$ cat config.mk
export PLATFORM = sky130hd
export DESIGN_NAME = param_shift_unit
export DESIGN_NICKNAME = d
export VERILOG_FILES = /design/src/rtl/shift_pkg.sv /design/src/rtl/shift_step.sv /design/src/rtl/param_shift_unit.sv
export SDC_FILE = /design/constraint.sdc
export NUM_CORES = 1
export LEC_CHECK = 0
export CORE_ASPECT_RATIO = 0.6
export CORE_MARGIN = 2
export CORE_UTILIZATION = 30
export CTS_CLUSTER_DIAMETER = 80
export DETAILED_ROUTE_END_ITERATION = 8
export HOLD_SLACK_MARGIN = 0.1
export PLACE_DENSITY = 0.63
export SYNTH_ARGS = -nofsm -noshare
export SYNTH_HDL_FRONTEND = slang
export SYNTH_SLANG_ARGS = --single-unit
$ cat constraint.sdc
create_clock -name clk -period 1.9 [get_ports clk]
set_clock_uncertainty 0.15 [all_clocks]
set_input_delay 0.19 -clock clk [delete_from_list [all_inputs] [get_ports clk]]
set_output_delay 0.19 -clock clk [all_outputs]
set_load 0.1 [all_outputs]
$ cat src/rtl/shift_pkg.sv
// Shared encodings for the parametrised shift/rotate unit.
package shift_pkg;

  // Operation select, sampled with start.
  localparam logic [2:0] MODE_LOAD = 3'b000;
  localparam logic [2:0] MODE_SHR  = 3'b001;
  localparam logic [2:0] MODE_SHL  = 3'b010;
  localparam logic [2:0] MODE_INV  = 3'b011;
  localparam logic [2:0] MODE_ROR  = 3'b100;
  localparam logic [2:0] MODE_ROL  = 3'b101;
  localparam logic [2:0] MODE_ASR  = 3'b110;
  localparam logic [2:0] MODE_RSVD = 3'b111;

  // Controller states.
  localparam logic ST_IDLE  = 1'b0;
  localparam logic ST_SHIFT = 1'b1;

  // True for modes that finish in the start cycle with no shift steps.
  function automatic logic is_single_cycle(input logic [2:0] m);
    return (m == MODE_LOAD) || (m == MODE_INV) || (m == MODE_RSVD);
  endfunction

endpackage

$ cat src/rtl/shift_step.sv
// One single-bit shift/rotate step plus the bit that step would shift out.
module shift_step
  import shift_pkg::*;
#(
  parameter int unsigned WIDTH = 8
) (
  input  logic [WIDTH-1:0] value,
  input  logic [2:0]       mode,
  input  logic             ser_in,
  output logic [WIDTH-1:0] value_next,
  output logic             ser_out
);

  // Next value after one step; non-shift modes pass the value through.
  always_comb begin
    value_next = value;
    case (mode)
      MODE_SHR: value_next = {ser_in, value[WIDTH-1:1]};
      MODE_SHL: value_next = {value[WIDTH-2:0], ser_in};
      MODE_ROR: value_next = {value[0], value[WIDTH-1:1]};
      MODE_ROL: value_next = {value[WIDTH-2:0], value[WIDTH-1]};
      MODE_ASR: value_next = {value[WIDTH-1], value[WIDTH-1:1]};
      default:  value_next = value;
    endcase
  end

  // Left-moving modes expose the MSB, everything else the LSB.
  always_comb begin
    ser_out = value[0];
    if (mode == MODE_SHL || mode == MODE_ROL) begin
      ser_out = value[WIDTH-1];
    end
  end

endmodule

$ cat src/rtl/param_shift_unit.sv
// Multi-mode shift/rotate register with a start/busy/done handshake for
// multi-cycle shift-by-N operations.
module param_shift_unit
  import shift_pkg::*;
#(
  parameter int unsigned WIDTH   = 8,
  parameter int unsigned SHAMT_W = 4
) (
  input  logic               clk,
  input  logic               reset_n,
  input  logic               start,
  input  logic [2:0]         mode,
  input  logic [SHAMT_W-1:0] shamt,
  input  logic [WIDTH-1:0]   d_in,
  input  logic               ser_in,
  output logic [WIDTH-1:0]   q_out,
  output logic               ser_out,
  output logic               busy,
  output logic               done
);

  localparam logic [SHAMT_W-1:0] CntZero = '0;
  localparam logic [SHAMT_W-1:0] CntOne  = {{(SHAMT_W-1){1'b0}}, 1'b1};

  logic               state_q, state_d;
  logic [2:0]         mode_q, mode_d;
  logic [SHAMT_W-1:0] cnt_q, cnt_d;
  logic [WIDTH-1:0]   data_q, data_d;
  logic               busy_q, busy_d;
  logic               done_q, done_d;
  logic [WIDTH-1:0]   step_value;

  // Shared step logic: drives both the shift datapath and ser_out.
  shift_step #(
    .WIDTH (WIDTH)
  ) u_step (
    .value      (data_q),
    .mode       (mode_q),
    .ser_in     (ser_in),
    .value_next (step_value),
    .ser_out    (ser_out)
  );

  // Next-state: operation launch in IDLE, one step per cycle in SHIFT.
  always_comb begin
    state_d = state_q;
    mode_d  = mode_q;
    cnt_d   = cnt_q;
    data_d  = data_q;
    busy_d  = busy_q;
    done_d  = 1'b0;
    case (state_q)
      ST_IDLE: begin
        if (start) begin
          mode_d = mode;
          case (mode)
            MODE_INV:  data_d = ~d_in;
            MODE_RSVD: data_d = data_q;
            default:   data_d = d_in;
          endcase
          if (is_single_cycle(mode) || shamt == CntZero) begin
            done_d = 1'b1;
          end else begin
            cnt_d   = shamt;
            busy_d  = 1'b1;
            state_d = ST_SHIFT;
          end
        end
      end
      ST_SHIFT: begin
        data_d = step_value;
        cnt_d  = cnt_q - CntOne;
        if (cnt_q == CntOne) begin
          busy_d  = 1'b0;
          done_d  = 1'b1;
          state_d = ST_IDLE;
        end
      end
      default: state_d = ST_IDLE;
    endcase
  end

  // State registers with synchronous active-low reset; reset aborts any operation.
  always_ff @(posedge clk) begin
    if (!reset_n) begin
      state_q <= ST_IDLE;
      mode_q  <= MODE_LOAD;
      cnt_q   <= CntZero;
      data_q  <= '0;
      busy_q  <= 1'b0;
      done_q  <= 1'b0;
    end else begin
      state_q <= state_d;
      mode_q  <= mode_d;
      cnt_q   <= cnt_d;
      data_q  <= data_d;
      busy_q  <= busy_d;
      done_q  <= done_d;
    end
  end

  assign q_out = data_q;
  assign busy  = busy_q;
  assign done  = done_q;

endmodule

==> run_results.csv <==
group,metric,value,unit
finish,layout_commonest_cell,"clkdlybuf4s50_1",
finish,final_cell_mix,"clkdlybuf4s50_1, buf_4, nand3_1, nand2_1, dfxtp_1",
detailed_routing,final_antenna_net_count,0,
synth,ys.flop_type,"dfxtp_1",
synth,yosys_register_bits,18,
floorplanning,num_rows,17,
cts,clock_sinks,18,
global_route,grt_start_max_net_pins,14,
cts,post_cts_buffers,0,
placed_design,portBuffers,29,
sta,tightestPinTransition,534,ps
cts,cts-hold-fix-buffers,0,
sta,slew_headroom,64.3,%
flow_run,drv_cap,0,
global_route,grt_pass1_vias,1175,
status,status,"complete, no violations",
finish,drive_gt1_share,21.7,%
detailed_routing,top_layer,"met4",
synth,async_flop_share,0,%
critical_path,crit_type,"flop to flop",
detailed_routing,wl_met1,1.68,mm
sta,timing.final.crit_share,95.8,%
power,leakage,0.000620,uW
cts,ctsLongestPathBuffers,2,
synth,yosysWarnings,0,
floorplanning,die_width,83.9,um
cts,cts-root-buf,"clkbuf_8",
critical_path,critical_path_peak_fanout,13,
sta,setup_viol,0,
cts,numCtsBuffers,3,
power,power_density,810,mW/mm2
detailed_routing,drt_iter0_drc,209,
cts,post_cts_resize_count,3,
floorplanning,pin_count,30,
synth,synth.avg_cell_area,8.03,um2
detailed_routing,firstDrtPassIters,4,
detailed_routing,vias,1194,
cts,clkTransAtPathRegs,70,ps
global_route,grt_overflow_total,0,
synth,synth.cell_area,0.00115,mm2
cts,cts_tree,"done",
placed_design,place_hpwl,2.49,mm
critical_path,crit_path_start_kind,"flop",
sta,max_freq,549,MHz
finish,area_growth,41.3,%
global_route,antenna_found_initial,0,
sta,fin_tns_setup,0,ps
power,max-vdd-ir-drop,467,uV
worst_hold_path,holdPathStages,2,
critical_path,reg2regPathDepth,4,
placed_design,place.gp.congestion,1.05,
sta,min_period,1820,ps
detailed_routing,drc,0,
cts,htree_levels,1,
synth,syn_nets,164,
floorplanning,start_util,31.2,%
detailed_routing,routed_via_density,5.38,
floorplanning,die-area,0.00436,mm2
cts,clock_latency,260,ps
floorplanning,core_area,0.00368,mm2
detailed_routing,wl_met3,217,um
sta,slew_violations,0,
worst_hold_path,hold_class,"flop to flop",
critical_path,reg2reg_slack,80,ps
detailed_routing,wl_per_cell,14.9,um
sta,rsz0062_at_grt,"no",
detailed_routing,routed_wl,3.30,mm
global_route,grt_usage,16.8,%
critical_path,endpoint_kind,"flop",
placed_design,dp_cells,218,
synth,syn_inst,143,
critical_path,critPathRequiredTime,1950,ps
sta,finalHoldViolCount,0,
finish,final_cells,222,
synth,synth_edf_count,0,
finish,antennaDiodeCount,0,
finish,fin_nets,197,
detailed_routing,met2_length,1.38,mm
synth,yosysUniqueCellTypes,38,
global_route,grt_pass1_wl,5.70,mm
synth,synth-seq-area-share,31.4,%
critical_path,crit_arrival,1870,ps
floorplanning,die_height,51.9,um
-- worst max-delay path, cell delays in order (launching register included) --
cell     delay, ps
dfxtp_1        450
nor2b_1        350
a32oi_1        110
nor2_1         450
a32o_1         240
-- per-layer routing --
layer | GRT usage (%) | up-vias
met5 | 0 | -
met4 | 5.91 | 0
met3 | 5.56 | 5
met2 | 24.5 | 50
met1 | 23.1 | 543
li1 | - | 596
-- synth_stat cells (all sizes together) (3+ instances only) --
cell    number  area (um2)
clkbuf       5        18.8
o21ai        9        45.0
nor2         9        33.8
xor2         9        78.8
inv          4        15.0
a32oi        5        43.8
nor3         3        15.0
dfxtp       18         360
a21oi        6        30.0
nand3b       3        22.5
a32o         6        60.1
nand2       16        60.1
nand3       15        75.1
buf          6        30.0
mux2i        3        30.0
-- power by group --
part	internal, uW	switching, uW
Sequential	418	60.4
Clock	185	141
Combinational	196	315
-- cell type report --
class                   instances  area, um2
fillers                       365       2060
multi-input cells             110        737
repair buffers                 39        388
flip-flops and latches         18        369
well taps                      47       58.8
clock buffers                   4       55.1
inverters                       4       15.0
-- cells by family (layout without fill, tap and decap cells) --
kind of cell,count (synthesis),after routing,share of synthesized area [%]
xor+xnor,9,9,6.86
mux,4,4,3.59
fa+ha+maj,2,2,2.18
simple gates,60,60,28.0
flops,18,18,31.4
buf+inv,15,47,5.56
compound gates,35,35,22.4
-- path summary, 6_finish.rpt --
path	startpoint	end
worst max-delay path	state_q$_SDFF_PN0_	q_out[2]$_SDFFE_PN0P_
worst min-delay path	busy$_SDFFE_PN0P_	busy$_SDFFE_PN0P_
worst max register to register	state_q$_SDFF_PN0_	q_out[2]$_SDFFE_PN0P_
worst min register to register	busy$_SDFFE_PN0P_	busy$_SDFFE_PN0P_
-- state kept, by name, indices dropped and copies added, names as in the netlist --
name,cells
busy,1
q_out,8
state_q,1
done,1
cnt_q,4
mode_q,3
-- through the flow --
stage / hold slack, ps / power [uW] / setup WS (ps) / instance area [um2] / utilization [%]
floorplan: 180 / 814 / 80.5 / 1150 / -
CTS: 331 / 1310 / 4.46 / 1610 / 43.8
finish: 325 / 1310 / 79.9 / 1620 / 44.1
global route: 370 / 1380 / 0.828 / 1620 / 44.1
detailed placement: 317 / 986 / -144 / 1550 / 42.2
global placement: 313 / 980 / -98.1 / 1550 / 42.2
Note: power is estimated with default switching activity, not from simulation.
